File: src/rtl/prco_lsu_pkg.sv
// prco_lsu_pkg: shared ISA opcodes and LSU state encodings for the prco core.
package prco_lsu_pkg;
  localparam logic [4:0] PRCO_OP_ADD = 5'h00;
  localparam logic [4:0] PRCO_OP_LW  = 5'h08;
  localparam logic [4:0] PRCO_OP_SW  = 5'h09;
  typedef enum logic {
    PRCO_LSU_IDLE = 1'b0,
    PRCO_LSU_REQ  = 1'b1
  } lsu_state_e;
  function automatic logic is_mem_op(input logic [4:0] op);
    return op == PRCO_OP_LW || op == PRCO_OP_SW;
  endfunction
endpackage

File: src/rtl/prco_lsu.sv
// prco_lsu: single-outstanding load/store unit driving a req/ack data RAM.
// Define PRCO_LSU_TIMEOUT_EN to abort requests left unacknowledged for TIMEOUT_CYCLES.
module prco_lsu
  import prco_lsu_pkg::*;
#(
  parameter int DATA_W         = 16,
  parameter int REG_W          = 3,
  parameter int TIMEOUT_CYCLES = 255
) (
  input  logic              i_clk,
  input  logic              i_rst,
  input  logic              i_ce_ram,
  input  logic [4:0]        i_op,
  input  logic [DATA_W-1:0] i_addr,
  input  logic [DATA_W-1:0] i_wdata,
  input  logic [REG_W-1:0]  i_rd,
  output logic              q_mem_req,
  output logic              q_mem_we,
  output logic [DATA_W-1:0] q_mem_addr,
  output logic [DATA_W-1:0] q_mem_wdata,
  input  logic              i_mem_ack,
  input  logic [DATA_W-1:0] i_mem_rdata,
  output logic              q_ce_wb,
  output logic [REG_W-1:0]  q_wb_reg,
  output logic [DATA_W-1:0] q_wb_data,
  output logic              q_done,
  output logic              q_busy,
  output logic              q_overrun,
  output logic              q_fault
);
  lsu_state_e       state;
  logic [REG_W-1:0] rd_q;
`ifdef PRCO_LSU_TIMEOUT_EN
  localparam int CNT_W = $clog2(TIMEOUT_CYCLES + 1);
  logic [CNT_W-1:0] cnt;
  logic             timeout;
  // the count-th REQ edge is reached when cnt already holds count-1
  assign timeout = cnt == CNT_W'(TIMEOUT_CYCLES - 1);
`endif
  always_ff @(posedge i_clk or posedge i_rst) begin
    if (i_rst) begin
      state       <= PRCO_LSU_IDLE;
      rd_q        <= '0;
      q_mem_req   <= 1'b0;
      q_mem_we    <= 1'b0;
      q_mem_addr  <= '0;
      q_mem_wdata <= '0;
      q_ce_wb     <= 1'b0;
      q_wb_reg    <= '0;
      q_wb_data   <= '0;
      q_done      <= 1'b0;
      q_busy      <= 1'b0;
      q_overrun   <= 1'b0;
      q_fault     <= 1'b0;
`ifdef PRCO_LSU_TIMEOUT_EN
      cnt         <= '0;
`endif
    end else begin
      q_ce_wb   <= 1'b0;
      q_done    <= 1'b0;
      q_overrun <= 1'b0;
      q_fault   <= 1'b0;
      if (state == PRCO_LSU_IDLE) begin
        if (i_ce_ram && is_mem_op(i_op)) begin
          state       <= PRCO_LSU_REQ;
          rd_q        <= i_rd;
          q_mem_req   <= 1'b1;
          q_busy      <= 1'b1;
          q_mem_we    <= i_op == PRCO_OP_SW;
          q_mem_addr  <= i_addr;
          q_mem_wdata <= i_wdata;
`ifdef PRCO_LSU_TIMEOUT_EN
          cnt         <= '0;
`endif
        end
      end else begin
        q_overrun <= i_ce_ram;
        if (i_mem_ack) begin
          state     <= PRCO_LSU_IDLE;
          q_mem_req <= 1'b0;
          q_busy    <= 1'b0;
          q_done    <= 1'b1;
          q_ce_wb   <= !q_mem_we;
          if (!q_mem_we) begin
            q_wb_reg  <= rd_q;
            q_wb_data <= i_mem_rdata;
          end
        end
`ifdef PRCO_LSU_TIMEOUT_EN
        else if (timeout) begin
          state     <= PRCO_LSU_IDLE;
          q_mem_req <= 1'b0;
          q_busy    <= 1'b0;
          q_done    <= 1'b1;
          q_fault   <= 1'b1;
          q_ce_wb   <= !q_mem_we;
          if (!q_mem_we) begin
            q_wb_reg  <= rd_q;
            q_wb_data <= '0;
          end
        end else begin
          cnt <= cnt + 1'b1;
        end
`endif
      end
    end
  end
endmodule

File: config.mk
export PLATFORM = sky130hd
export DESIGN_NAME = prco_lsu
export DESIGN_NICKNAME = d
export VERILOG_FILES = /design/src/rtl/prco_lsu_pkg.sv /design/src/rtl/prco_lsu.sv
export SDC_FILE = /design/constraint.sdc
export NUM_CORES = 1
export LEC_CHECK = 0
export ABC_CLOCK_PERIOD_IN_PS = 2210
export CAP_MARGIN = 10
export CORE_MARGIN = 4
export CORE_UTILIZATION = 39
export DETAILED_ROUTE_END_ITERATION = 10
export PLACE_DENSITY_LB_ADDON = 0.25
export RECOVER_POWER = 100
export SLEW_MARGIN = 10
export SYNTH_ARGS = -nofsm -noshare
export SYNTH_HDL_FRONTEND = slang
export SYNTH_SLANG_ARGS = --single-unit
File: constraint.sdc
create_clock -name i_clk -period 2.21 [get_ports i_clk]
set_input_delay 0.442 -clock i_clk [delete_from_list [all_inputs] [get_ports i_clk]]
set_output_delay 0.442 -clock i_clk [all_outputs]
set_load 0.05 [all_outputs]
==> Word-level counts from Yosys, hierarchy flattened <==
Cells that the tools add are included.
{ "word_totals": {"mem_bits_rw": 0, "inputBits": 60, "mem_bits_ro": 0, "latch_bits": 0, "mem_count": 0, "out_inout_bits": 58, "wordCells": 34, "ff_bits": 60} }
{ "op_classes": {"n_reduce_logical": 7, "addsub": 0, "shifts": 0, "div_mod_pow": 0, "bitwise_logic": 2, "eq_ne": 3, "n_lt_le_gt_ge": 0, "mux": 11, "multipliers": 0} }
{ "op_table": {"columns": ["op", "count"], "rows": [
  ["2-to-1 mux 1 bit", 11],
  ["equality test 5 x 4 -> 1 bit (second input constant)", 2],
  ["AND reduction 2 bit", 2],
  ["AND reduction 3 bit", 1],
  ["inequality test 2 bit (second input constant)", 1],
  ["NOT 1 bit", 2],
  ["nonzero test 2 bit", 1],
  ["logical AND 1 bit", 1],
  ["logical NOT 1 bit", 1],
  ["logical OR 1 bit", 1]
]} }

==> Logic depth before layout (Yosys ltp) <==
{ "depth": {"ltp_word": 5, "mapped_depth": 5, "mapped_depth_nobuf": 3} }

==> Worst setup path before layout <==
No wires, ideal clock.
{ "synth_path": {"kind": "input to register", "startpoint": "input i_op[2]", "endpoint": "register q_mem_addr[0]", "slack_ns": 0.708, "arrival_time_ns": 1.377, "path_stages": 5, "required_ns": 2.085, "setup_ns": 0.125, "path_cell_list": "nor4b_2 -> nand3b_1 -> buf_6 -> buf_6 -> mux2_4"} }
{ "synth_via": {"elab_chain_len": 4, "elab_cells_between_ends": 5, "classes_between": "2 x eq/ne; 3 x reduce/logical"} }
{ "synth_lines": {"columns": ["element", "line", "source"], "rows": [
  ["from (decl)", "prco_lsu.sv:13", "input logic [4:0] i_op,"],
  ["equality test 5 x 4 -> 1 bit", "prco_lsu_pkg.sv:11", "return op == PRCO_OP_LW || op == PRCO_OP_SW;"],
  ["logical OR 1 bit *", "prco_lsu_pkg.sv:11", null],
  ["logical AND 1 bit *", "prco_lsu.sv:64", "if (i_ce_ram && is_mem_op(i_op)) begin"],
  ["AND reduction 2 bit (no source line) *", null, null],
  ["to (signal assigned)", "prco_lsu.sv:70", "q_mem_addr <= i_addr;"],
  ["to (decl)", "prco_lsu.sv:19", "output logic [DATA_W-1:0] q_mem_addr,"]
]} }
Every way passes the cells marked *; elsewhere a longest branch is shown, timed or not.
A chain may end at the register's enable or synchronous reset.

==> Worst setup path after layout <==
{ "layout_path": {"startpoint": "register q_mem_we", "endpoint": "output q_mem_we"} }
{ "layout_lines": {"columns": ["element", "line", "source"], "rows": [
  ["from (decl)", "prco_lsu.sv:18", "output logic q_mem_we,"],
  ["from (signal assigned)", "prco_lsu.sv:45", "q_mem_we <= 1'b0;"],
  ["from (signal assigned)", "prco_lsu.sv:69", "q_mem_we <= i_op == PRCO_OP_SW;"]
]} }
No word-level cell between the ends.

==> impl_metrics.json <==
{
  "final_cell_mix": "60 x dlygate4sd3_1, 60 x dfrtp_1, 56 x clkdlybuf4s50_1",
  "hold_buffers": 0,
  "yosysWarnings": 0,
  "nNetsFinal": 317,
  "holdPathStages": 1,
  "die_h_um": 85.1,
  "antenna_found_initial": 0,
  "sequentialPowerShare": 0.338,
  "cts_max_level": 3,
  "ys_seq_area_frac": 0.648,
  "fp-row-count": 27,
  "slowest_stage": "dlygate4sd3_1",
  "areaGrowthSynthToFinish_pct": 59.5,
  "reg2reg_from": "state$_DFF_PP0_",
  "power.switching_uw": 1810,
  "via_count": 1527,
  "netlist_instances": 135,
  "fin_worst_skew_ns": 0.00760,
  "p_clk_frac": 0.236,
  "drc": 0,
  "maxCapViolCount": 0,
  "crit_type": "flip-flop to output pin",
  "netlist_top_cells_area": "dfrtp_1 65%, mux2_2 18%, mux2_4 12%",
  "drive_gt1_frac": 0.214,
  "slowest_delay_ns": 0.89,
  "gp_congestion": 0.728,
  "cts-buffers-inserted": 9,
  "p_leak_uw": 0.00168,
  "firstDrtPassIters": 3,
  "syn_area_per_cell_sq_um": 17.2,
  "setup.worst_path.start_class": "flip-flop",
  "core_sq_um": 5640,
  "layout_min_cycle_time_ns": 2.03,
  "synth_area_sq_um": 2320,
  "cts_setup_buffers": 0,
  "reg2reg_setup_slack_ns": 0.65,
  "rsz0062_at_grt": "false",
  "grt_max_degree": 61,
  "synth_top_area_frac": 0.648,
  "grt_pass1_wl_mm": 8.34,
  "hp-class": "flip-flop to flip-flop",
  "drtIter0Drc": 39,
  "crit_family": "buffers and inverters",
  "ctsResizeCount": 0,
  "clkSinkCount": 60,
  "internal_power_uw": 2700,
  "worst-path-buf-inv": 1,
  "crit_chain": "dlygate4sd3_1",
  "crit_start": "q_mem_we$_DFFE_PP0P_",
  "required_ns": 1.77,
  "grt_usage": 0.150,
  "path_max_fanout": 3,
  "die_w_um": 85.1,
  "grt_overflow_total": 0,
  "cts_root_buffer": "clkbuf_8",
  "synth.distinct_cells": 14,
  "io_buffers": 116,
  "wl_per_cell_um": 15.2,
  "hold_end": "q_mem_wdata[12]$_DFFE_PP0P_",
  "grt_pass1_vias": 1654,
  "hp-start": "q_mem_wdata[12]$_DFFE_PP0P_",
  "power_frac_comb": 0.425,
  "ant_nets": 0,
  "setup_viol": 0,
  "die-area_sq_um": 7240,
  "switching_share": 0.401,
  "avgViaCountPerCell": 4.57,
  "synth_fp_nets": 195,
  "synth_largest_area_cell": "dfrtp_1",
  "p_per_area_nw_per_um2": 1220,
  "insertion_delay_ns": 0.33,
  "fin_setup_tns_ns": 0,
  "ys_ff_latch": 60,
  "slew_headroom": 0.0394,
  "dp_hpwl_mm": 3.67,
  "tritoncts": "yes",
  "status": "completed",
  "min_period_over_period": 0.918,
  "critPathCaptureType": "output pin",
  "cts_max_path_buffers": 2,
  "drt-total-wl_mm": 5.09,
  "worstPathArrival_ns": 1.59,
  "r2r_cells": 4,
  "tightest_slew_ns": 1.44,
  "start_util": 0.411,
  "ios": 118,
  "peakVddDrop_mv": 1.03,
  "cp_num_cells": 1,
  "final_core_util": 0.655,
  "slew_viol_final": 0,
  "fmax_mhz": 493,
  "clk_pin_slew_worst_paths_ns": 0.07,
  "hold_violations": 0,
  "r2r-end": "q_mem_addr[1]$_DFFE_PP0P_",
  "reg.largest.list": "q_mem_addr x16, q_mem_wdata x16, q_wb_data x16",
  "antenna_cells": 0
}
[metrics by stage]
| stage | power [uW] | cells | cell area, sq um | hold slack [ns] | setup slack (ns) |
|---|---|---|---|---|---|
| 5_1_grt | 4720 | 334 | 3690 | 0.510 | 0.128 |
| 6_report | 4500 | 334 | 3690 | 0.485 | 0.182 |
| 4_1_cts | 4760 | 334 | 3780 | 0.494 | 0.213 |
| 2_1_floorplan | 2900 | 135 | 2320 | 0.474 | 0.283 |
| 3_5_place_dp | 3660 | 318 | 3560 | 0.490 | 0.289 |
| 3_3_place_gp | 3640 | 318 | 3560 | 0.484 | 0.302 |
[cell type report]
type / count / area, sq um
well taps: 72 / 90.1
fillers: 455 / 1950
clock inverters: 5 / 75.1
repair buffers: 119 / 1210
multi-input cells: 64 / 669
flip-flops and latches: 60 / 1500
inverters: 3 / 11.3
clock buffers: 11 / 141
[how the worst max path moves through the flow]
stage	end	slack [ns]
2_1_floorplan	q_busy$_DFFE_PP0P_	0.28
3_3_place_gp	q_mem_wdata[11]$_DFFE_PP0P_	0.30
3_5_place_dp	q_mem_wdata[9]$_DFFE_PP0P_	0.29
4_1_cts	q_mem_we	0.21
5_1_grt	q_overrun$_DFF_PP0_	0.13
6_report	q_mem_we	0.18
[routing by layer]
metal / up-vias / track usage / part of all wire
met4: 0 / 0.0604 / 0.013
met2: 72 / 0.227 / 0.46
met1: 738 / 0.190 / 0.44
li1: 710 / - / -
met3: 7 / 0.0631 / 0.081
met5: - / 0 / 0
[cell usage after synthesis]
library cell	n
buf_2	3
dfrtp_1	60
mux2_2	37
o21ai_0	1
and2_1	1
nor2_1	1
nand3b_1	1
mux2_4	18
nor4b_2	1
nand2_1	3
buf_4	2
inv_1	3
conb_1	1
buf_6	3
[power groups by stage]
stage	Sequential, uW	Clock (uW)	Combinational, uW
2_1_floorplan	2540	0	358
3_3_place_gp	1560	0	2080
3_5_place_dp	1560	0	2100
4_1_cts	1550	1110	2110
5_1_grt	1570	1160	1990
6_report	1520	1060	1920
[logic make-up (layout without fill, tap and decap cells)]
kind of cell	count (synthesis)	after routing	synth area share
simple gates	7	7	0.0189
mux	55	55	0.297
buf+inv	11	138	0.0324
flops	60	60	0.648
compound gates	1	1	0.00216
other cells	1	1	0.00162
Power figures use the tool's default switching activity.
